==> src/rtl/bcd_display_feeder_pkg.sv <==
// rtl/bcd_display_feeder_pkg.sv - shared constants, state encoding and blanking helper
package bcd_display_feeder_pkg;

  localparam int DISP_DIGITS = 8;
  localparam int BCD_W = DISP_DIGITS * 4;
  localparam logic [26:0] BCD_MAX = 27'd99_999_999;
  localparam logic [BCD_W-1:0] OVF_PATTERN = 32'hEEEE_EEEE;

  typedef enum logic [1:0] {
    IDLE  = 2'd0,
    SHIFT = 2'd1,
    DONE  = 2'd2
  } state_t;

  // Digit i (i >= 1) goes dark when it and every more significant digit are zero.
  function automatic logic [DISP_DIGITS-1:0] blank_mask(input logic [BCD_W-1:0] b);
    logic [DISP_DIGITS-1:0] m;
    logic all_zero;
    m = '0;
    all_zero = 1'b1;
    for (int i = DISP_DIGITS - 1; i >= 1; i--) begin
      all_zero = all_zero & (b[4*i +: 4] == 4'd0);
      m[i] = all_zero;
    end
    return m;
  endfunction

endpackage

==> src/rtl/bcd_display_feeder_if.sv <==
// rtl/bcd_display_feeder_if.sv - request/result bundle between a value source and the display feeder
interface bcd_display_feeder_if
  import bcd_display_feeder_pkg::*;
#(
  parameter int BIN_W = 27
);

  logic                   start;
  logic [BIN_W-1:0]       bin;
  logic [DISP_DIGITS-1:0] dp;
  logic                   busy;
  logic                   done;
  logic [BCD_W-1:0]       nums;
  logic [DISP_DIGITS-1:0] ens;
  logic [DISP_DIGITS-1:0] points;
  logic                   overflow;

  modport master (
    output start, bin, dp,
    input  busy, done, nums, ens, points, overflow
  );

  modport slave (
    input  start, bin, dp,
    output busy, done, nums, ens, points, overflow
  );

endinterface

==> src/rtl/bcd_display_feeder_dabble_step.sv <==
// rtl/bcd_display_feeder_dabble_step.sv - one double-dabble iteration: add-3 on every nibble >= 5, then shift {bcd, sr} left
module bcd_dabble_step
  import bcd_display_feeder_pkg::*;
#(
  parameter int BIN_W = 27
) (
  input  logic [BCD_W-1:0] bcd_in,
  input  logic [BIN_W-1:0] sr_in,
  output logic [BCD_W-1:0] bcd_out,
  output logic [BIN_W-1:0] sr_out
);

  logic [BCD_W-1:0]       adj;
  logic [BCD_W+BIN_W-1:0] shifted;

  always_comb begin
    adj = bcd_in;
    for (int i = 0; i < DISP_DIGITS; i++) begin
      if (bcd_in[4*i +: 4] >= 4'd5) begin
        adj[4*i +: 4] = bcd_in[4*i +: 4] + 4'd3;
      end
    end
    shifted = {adj, sr_in} << 1;
  end

  assign bcd_out = shifted[BIN_W +: BCD_W];
  assign sr_out  = shifted[BIN_W-1:0];

endmodule

==> src/rtl/bcd_display_feeder.sv <==
// rtl/bcd_display_feeder.sv - sequential binary-to-BCD feeder for the 8-digit serial seven-segment wrapper
// Optional leading-zero blanking of the digit enables: LEADING_ZERO_BLANK_EN.
module bcd_display_feeder
  import bcd_display_feeder_pkg::*;
#(
  parameter int BIN_W = 27
) (
  input  logic                  clk,
  input  logic                  rst,
  bcd_display_feeder_if.slave   bus
);

  localparam int CNT_W = $clog2(BIN_W + 1);

`ifdef LEADING_ZERO_BLANK_EN
  localparam logic [DISP_DIGITS-1:0] ENS_IDLE = {{(DISP_DIGITS-1){1'b1}}, 1'b0};
`else
  localparam logic [DISP_DIGITS-1:0] ENS_IDLE = '0;
`endif

  state_t                 state;
  state_t                 state_next;
  logic                   accept;
  logic                   load_result;

  logic [BIN_W-1:0]       sr;
  logic [BIN_W-1:0]       sr_step;
  logic [BCD_W-1:0]       bcd;
  logic [BCD_W-1:0]       bcd_step;
  logic [CNT_W-1:0]       cnt;
  logic [DISP_DIGITS-1:0] dp_q;
  logic                   ovf_q;

  logic [BCD_W-1:0]       nums_q;
  logic [DISP_DIGITS-1:0] ens_q;
  logic [DISP_DIGITS-1:0] points_q;
  logic                   overflow_q;
  logic [DISP_DIGITS-1:0] result_ens;

  bcd_dabble_step #(
    .BIN_W (BIN_W)
  ) u_step (
    .bcd_in  (bcd),
    .sr_in   (sr),
    .bcd_out (bcd_step),
    .sr_out  (sr_step)
  );

  always_comb begin
    state_next  = state;
    accept      = 1'b0;
    load_result = 1'b0;
    case (state)
      IDLE: begin
        if (bus.start) begin
          accept     = 1'b1;
          state_next = SHIFT;
        end
      end
      SHIFT: begin
        // Results are captured on the final iteration so they are valid during the done pulse.
        if (cnt == CNT_W'(1)) begin
          load_result = 1'b1;
          state_next  = DONE;
        end
      end
      DONE:    state_next = IDLE;
      default: state_next = IDLE;
    endcase
  end

  always_comb begin
    result_ens = '0;
`ifdef LEADING_ZERO_BLANK_EN
    if (!ovf_q) begin
      result_ens = blank_mask(bcd_step);
    end
`endif
  end

  always_ff @(posedge clk) begin
    if (rst) begin
      state      <= IDLE;
      sr         <= '0;
      bcd        <= '0;
      cnt        <= '0;
      dp_q       <= '0;
      ovf_q      <= 1'b0;
      nums_q     <= '0;
      ens_q      <= ENS_IDLE;
      points_q   <= '0;
      overflow_q <= 1'b0;
    end else begin
      state <= state_next;
      if (accept) begin
        sr    <= bus.bin;
        dp_q  <= bus.dp;
        ovf_q <= (27'(bus.bin) > BCD_MAX);
        bcd   <= '0;
        cnt   <= CNT_W'(BIN_W);
      end else if (state == SHIFT) begin
        sr  <= sr_step;
        bcd <= bcd_step;
        cnt <= cnt - CNT_W'(1);
      end
      // Display-facing registers change only here, never mid-conversion.
      if (load_result) begin
        nums_q     <= ovf_q ? OVF_PATTERN : bcd_step;
        ens_q      <= result_ens;
        points_q   <= dp_q;
        overflow_q <= ovf_q;
      end
    end
  end

  assign bus.busy     = (state == SHIFT);
  assign bus.done     = (state == DONE);
  assign bus.nums     = nums_q;
  assign bus.ens      = ens_q;
  assign bus.points   = points_q;
  assign bus.overflow = overflow_q;

endmodule

==> src/flat_wrapper.sv <==
// flat-port wrapper written by rule: the top's interface ports become plain ports
module bcd_display_feeder_flat import bcd_display_feeder_pkg::*;
#(
  parameter int BIN_W = 27
)
  (clk, rst, bus_start, bus_bin, bus_dp, bus_busy, bus_done, bus_nums, bus_ens, bus_points, bus_overflow);
  bcd_display_feeder_if #(.BIN_W(BIN_W)) bus_i ();
  input  logic clk;
  input  logic rst;
  input wire logic [$bits(bus_i.start)-1:0] bus_start;
  input wire logic [$bits(bus_i.bin)-1:0] bus_bin;
  input wire logic [$bits(bus_i.dp)-1:0] bus_dp;
  output wire logic [$bits(bus_i.busy)-1:0] bus_busy;
  output wire logic [$bits(bus_i.done)-1:0] bus_done;
  output wire logic [$bits(bus_i.nums)-1:0] bus_nums;
  output wire logic [$bits(bus_i.ens)-1:0] bus_ens;
  output wire logic [$bits(bus_i.points)-1:0] bus_points;
  output wire logic [$bits(bus_i.overflow)-1:0] bus_overflow;
  assign bus_i.start = bus_start;
  assign bus_i.bin = bus_bin;
  assign bus_i.dp = bus_dp;
  assign bus_busy = bus_i.busy;
  assign bus_done = bus_i.done;
  assign bus_nums = bus_i.nums;
  assign bus_ens = bus_i.ens;
  assign bus_points = bus_i.points;
  assign bus_overflow = bus_i.overflow;
  bcd_display_feeder #(.BIN_W(BIN_W)) u_core (.clk(clk), .rst(rst), .bus(bus_i));
endmodule
==> config.mk <==
export PLATFORM = sky130hd
export DESIGN_NAME = bcd_display_feeder_flat
export DESIGN_NICKNAME = d
export VERILOG_FILES = /design/src/rtl/bcd_display_feeder_pkg.sv /design/src/rtl/bcd_display_feeder_if.sv /design/src/rtl/bcd_display_feeder_dabble_step.sv /design/src/rtl/bcd_display_feeder.sv /design/src/flat_wrapper.sv
export SDC_FILE = /design/constraint.sdc
export NUM_CORES = 1
export LEC_CHECK = 0
export ABC_AREA = 0
export BUFFER_PORTS_ARGS = -buffer_cell sky130_fd_sc_hd__buf_2
export CORE_MARGIN = 5
export CORE_UTILIZATION = 30
export CTS_CLUSTER_SIZE = 30
export DETAILED_ROUTE_END_ITERATION = 10
export HOLD_SLACK_MARGIN = 0.05
export PLACE_DENSITY = 0.56
export SLEW_MARGIN = 40
export SYNTH_ARGS = -nofsm -noshare
export SYNTH_HDL_FRONTEND = slang
export SYNTH_SLANG_ARGS = --single-unit
==> constraint.sdc <==
create_clock -name clk -period 1.9 [get_ports clk]
set_input_delay 0.095 -clock clk [delete_from_list [all_inputs] [get_ports clk]]
set_output_delay 0.095 -clock clk [all_outputs]
set_load 0.05 [all_outputs]
==> out/metrics.yaml <==
status: "finished clean"
drt_pass1_iterations: 4
worstPathMaxFanout: 21
die_y_um: 141
cts_tree: "built"
p_sw_mw: 1.77
synth_top_family_by_area: "simple AND/OR/NAND/NOR gates"
synth_compound_area_share_pct: 18.9
clock_skew_ns: 0.0119
sequentialPowerShare_pct: 39.3
tritoncts.num_buffers: 17
via_count: 4436
switching_share_pct: 26.1
ys_seq_elements: 116
ios: 89
worst_path_max_delay_cell: "dfxtp_1"
layout-drive-gt1-share_pct: 20.9
critPathRequiredTime_ns: 1.80
cts_num_sinks: 116
hold_viol_final: 0
cap_violations: 0
tns_ns: 0
htree_levels: 4
dp_hpwl_mm: 8.73
critPathCaptureType: "primary output"
areaGrowthSynthToFinish_pct: 26.3
nets: 752
synthSimpleGateAreaFrac_pct: 21.7
placed_area_sq_mm: 0.00582
die_w_um: 141
cts_setup_buffers: 0
ys_seq_area_share_pct: 44.9
pwr-share-comb_pct: 13.5
grtUsageTotal_pct: 13.3
power.share.clock_pct: 47.1
syn_avg_cell_area_sq_um: 8.49
n_antenna_cell: 0
wl_mm: 13.0
leakage_nw: 2.57
slew_violations: 0
place_congestion: 0.760
period_share_pct: 93.3
drtAntennaViolNets: 0
grt_pass1_wl_mm: 21.3
initialDrtViolationCount: 188
setup_viol: 0
fmax_mhz: 564
synth_xor_area_share_pct: 1.69
instances_no_fill: 934
crit_arrival_ns: 1.68
vias_per_cell: 4.75
row_count: 48
dp.cells: 892
rsz0062_at_grt: "no"
core_sq_mm: 0.0171
grt-ovfl-total: 0
final_cell_area_sq_mm: 0.00653
synth_edf_count: 0
use_met2_pct: 21.3
total_power_mw: 6.80
path_class: "reg -> out"
syn_inst: 609
power_density_mw_per_mm2: 1040
synth_cell_types: 45
yosysWarnings: 0
first_global_vias: 4333
top_usage_layer: "met2"
tightest_slew_ns: 0.604
synth_mux_area_share_pct: 1.74
clkLatencyLatePin_ns: 0.42
place.port_buffers: 80
p_int_mw: 5.03
min_path_type: "in -> reg"
use_met1_pct: 16.8
critPathLaunchType: "register"
synthAdderAreaFrac_pct: 4.36
syn_area_sq_mm: 0.00517
peakVddDrop_v: 0.000560
max_stage_delay_ns: 0.30
cpMostUsedCell: "buf_4"
start_util_pct: 30.2
clk_path_buf_depth: 2
fill_cells: 1779
period_minus_slack_ns: 1.77
postSynth.asyncResetShare_pct: 0
ys.flop_type: "dfxtp_1"
grt_max_degree: 55
die_area_sq_mm: 0.0200
slew-limit-headroom_pct: 59.7
crit_chain: "nand2b_1, buf_4, inv_1, buf_6, buf_4"
cts-root-buf: "clkbuf_16"
drc_errors: 0
cts.reportedPaths.clkPinSlew_ns: 0.05
wl_per_cell_um: 14.0
antenna_found_initial: 0
grtUsageMet3_pct: 3.60
routing by layer:
layer / vias to the layer above / wire (um)
li1: 2286 / -
met1: 2063 / 6100
met2: 76 / 6160
met3: 11 / 602
met4: 0 / 178
met5: - / 0
sequential cells by signal (all words and copies together), names as in the netlist:
name	cells
u_core.sr	27
u_core.cnt	5
u_core.ovf_q	1
u_core.bus.overflow	1
u_core.bus.points	8
u_core.dp_q	8
u_core.bus.nums	32
u_core.bcd	32
u_core.state	2
power groups by stage:
stage	registers, mW	clock network [mW]	logic (mW)
2_1_floorplan	2.77	0	0.618
3_3_place_gp	2.72	0	0.905
3_5_place_dp	2.72	0	0.907
4_1_cts	2.67	3.26	0.931
5_1_grt	2.69	3.37	1.03
6_report	2.67	3.20	0.921
synthesized netlist by cell type, types with 9 or more instances:
cell | n | area share [%]
a211oi_1 | 32 | 4.6
a21oi_1 | 47 | 4.6
buf_4 | 11 | 1.6
clkbuf_1 | 27 | 2.0
dfxtp_1 | 116 | 45
ha_1 | 18 | 4.4
inv_1 | 19 | 1.4
nand2_1 | 63 | 4.6
nand2b_1 | 11 | 1.3
nor2_1 | 83 | 6.0
nor2b_1 | 10 | 1.2
nor3_1 | 33 | 3.2
nor3b_1 | 15 | 2.2
o21ai_0 | 15 | 1.5
o22a_1 | 17 | 2.9
o22ai_1 | 25 | 3.0
xnor2_1 | 9 | 1.5
final timing paths:
path / cells after the start / endpoint / slack [ns] / start
hold / removal: 3 / u_core.ovf_q / 0.09 / bus_bin[26]
setup / recovery: 5 / bus_busy / 0.13 / u_core.state[1]
setup reg to reg: 7 / u_core.bus.points[7] / 0.14 / u_core.cnt[1]
hold reg to reg: 2 / u_core.bus.points[2] / 0.45 / u_core.bus.points[2]
area by class of cell:
type                    count  area [sq um]  share of cell area [%]
flip-flops and latches    116          2320                    35.6
multi-input cells         430          2540                    38.9
clock buffers              22           494                    7.57
well taps                 225           282                    4.31
clock inverters            10           103                    1.57
inverters                  21          78.8                    1.21
repair buffers            110           707                    10.8
critical path, delay by kind of cell, from the launching register on:
family / cells / cell delay (ns)
buffers and inverters: 4 / 0.75
flip-flops: 1 / 0.30
AND/OR/NAND/NOR: 1 / 0.19
cell families after synthesis:
kind of cell | Yosys count
XOR/XNOR | 10
flip-flops | 116
AND/OR/NAND/NOR | 236
AO/OA/AOI/OAI | 150
multiplexers | 8
buffers and inverters | 70
other | 1
adder cells (fa/ha/maj) | 18
through the flow:
step	utilization [%]	hold WS, ns	worst slack [ns]
after floorplan	-	0.231	0.134
after CTS	38.1	0.0716	0.0294
final	38.1	0.0947	0.128
after global routing	38.1	0.115	0.00151
after detailed placement	34.0	0.344	0.136
after global placement	34.0	0.346	0.168
layout by cell type (no fill, tap or decap), drive strengths merged, types with 11 or more instances in the layout:
master	synthesis	routed
dfxtp	116	116
buf	22	100
nor2	84	84
nand2	64	64
a21oi	48	48
nor3	34	34
a211oi	32	32
o22ai	25	25
clkbuf	27	22
inv	20	20
ha	18	18
o22a	17	17
o21ai	15	15
nor3b	15	15
nand2b	11	11
what timing repair did:
item	CTS	global route
hold endpoints to repair	10	0
hold buffers	10	0
gates resized for setup	1	2
setup endpoints to repair	1	2
(Power assumes the default switching activity.)
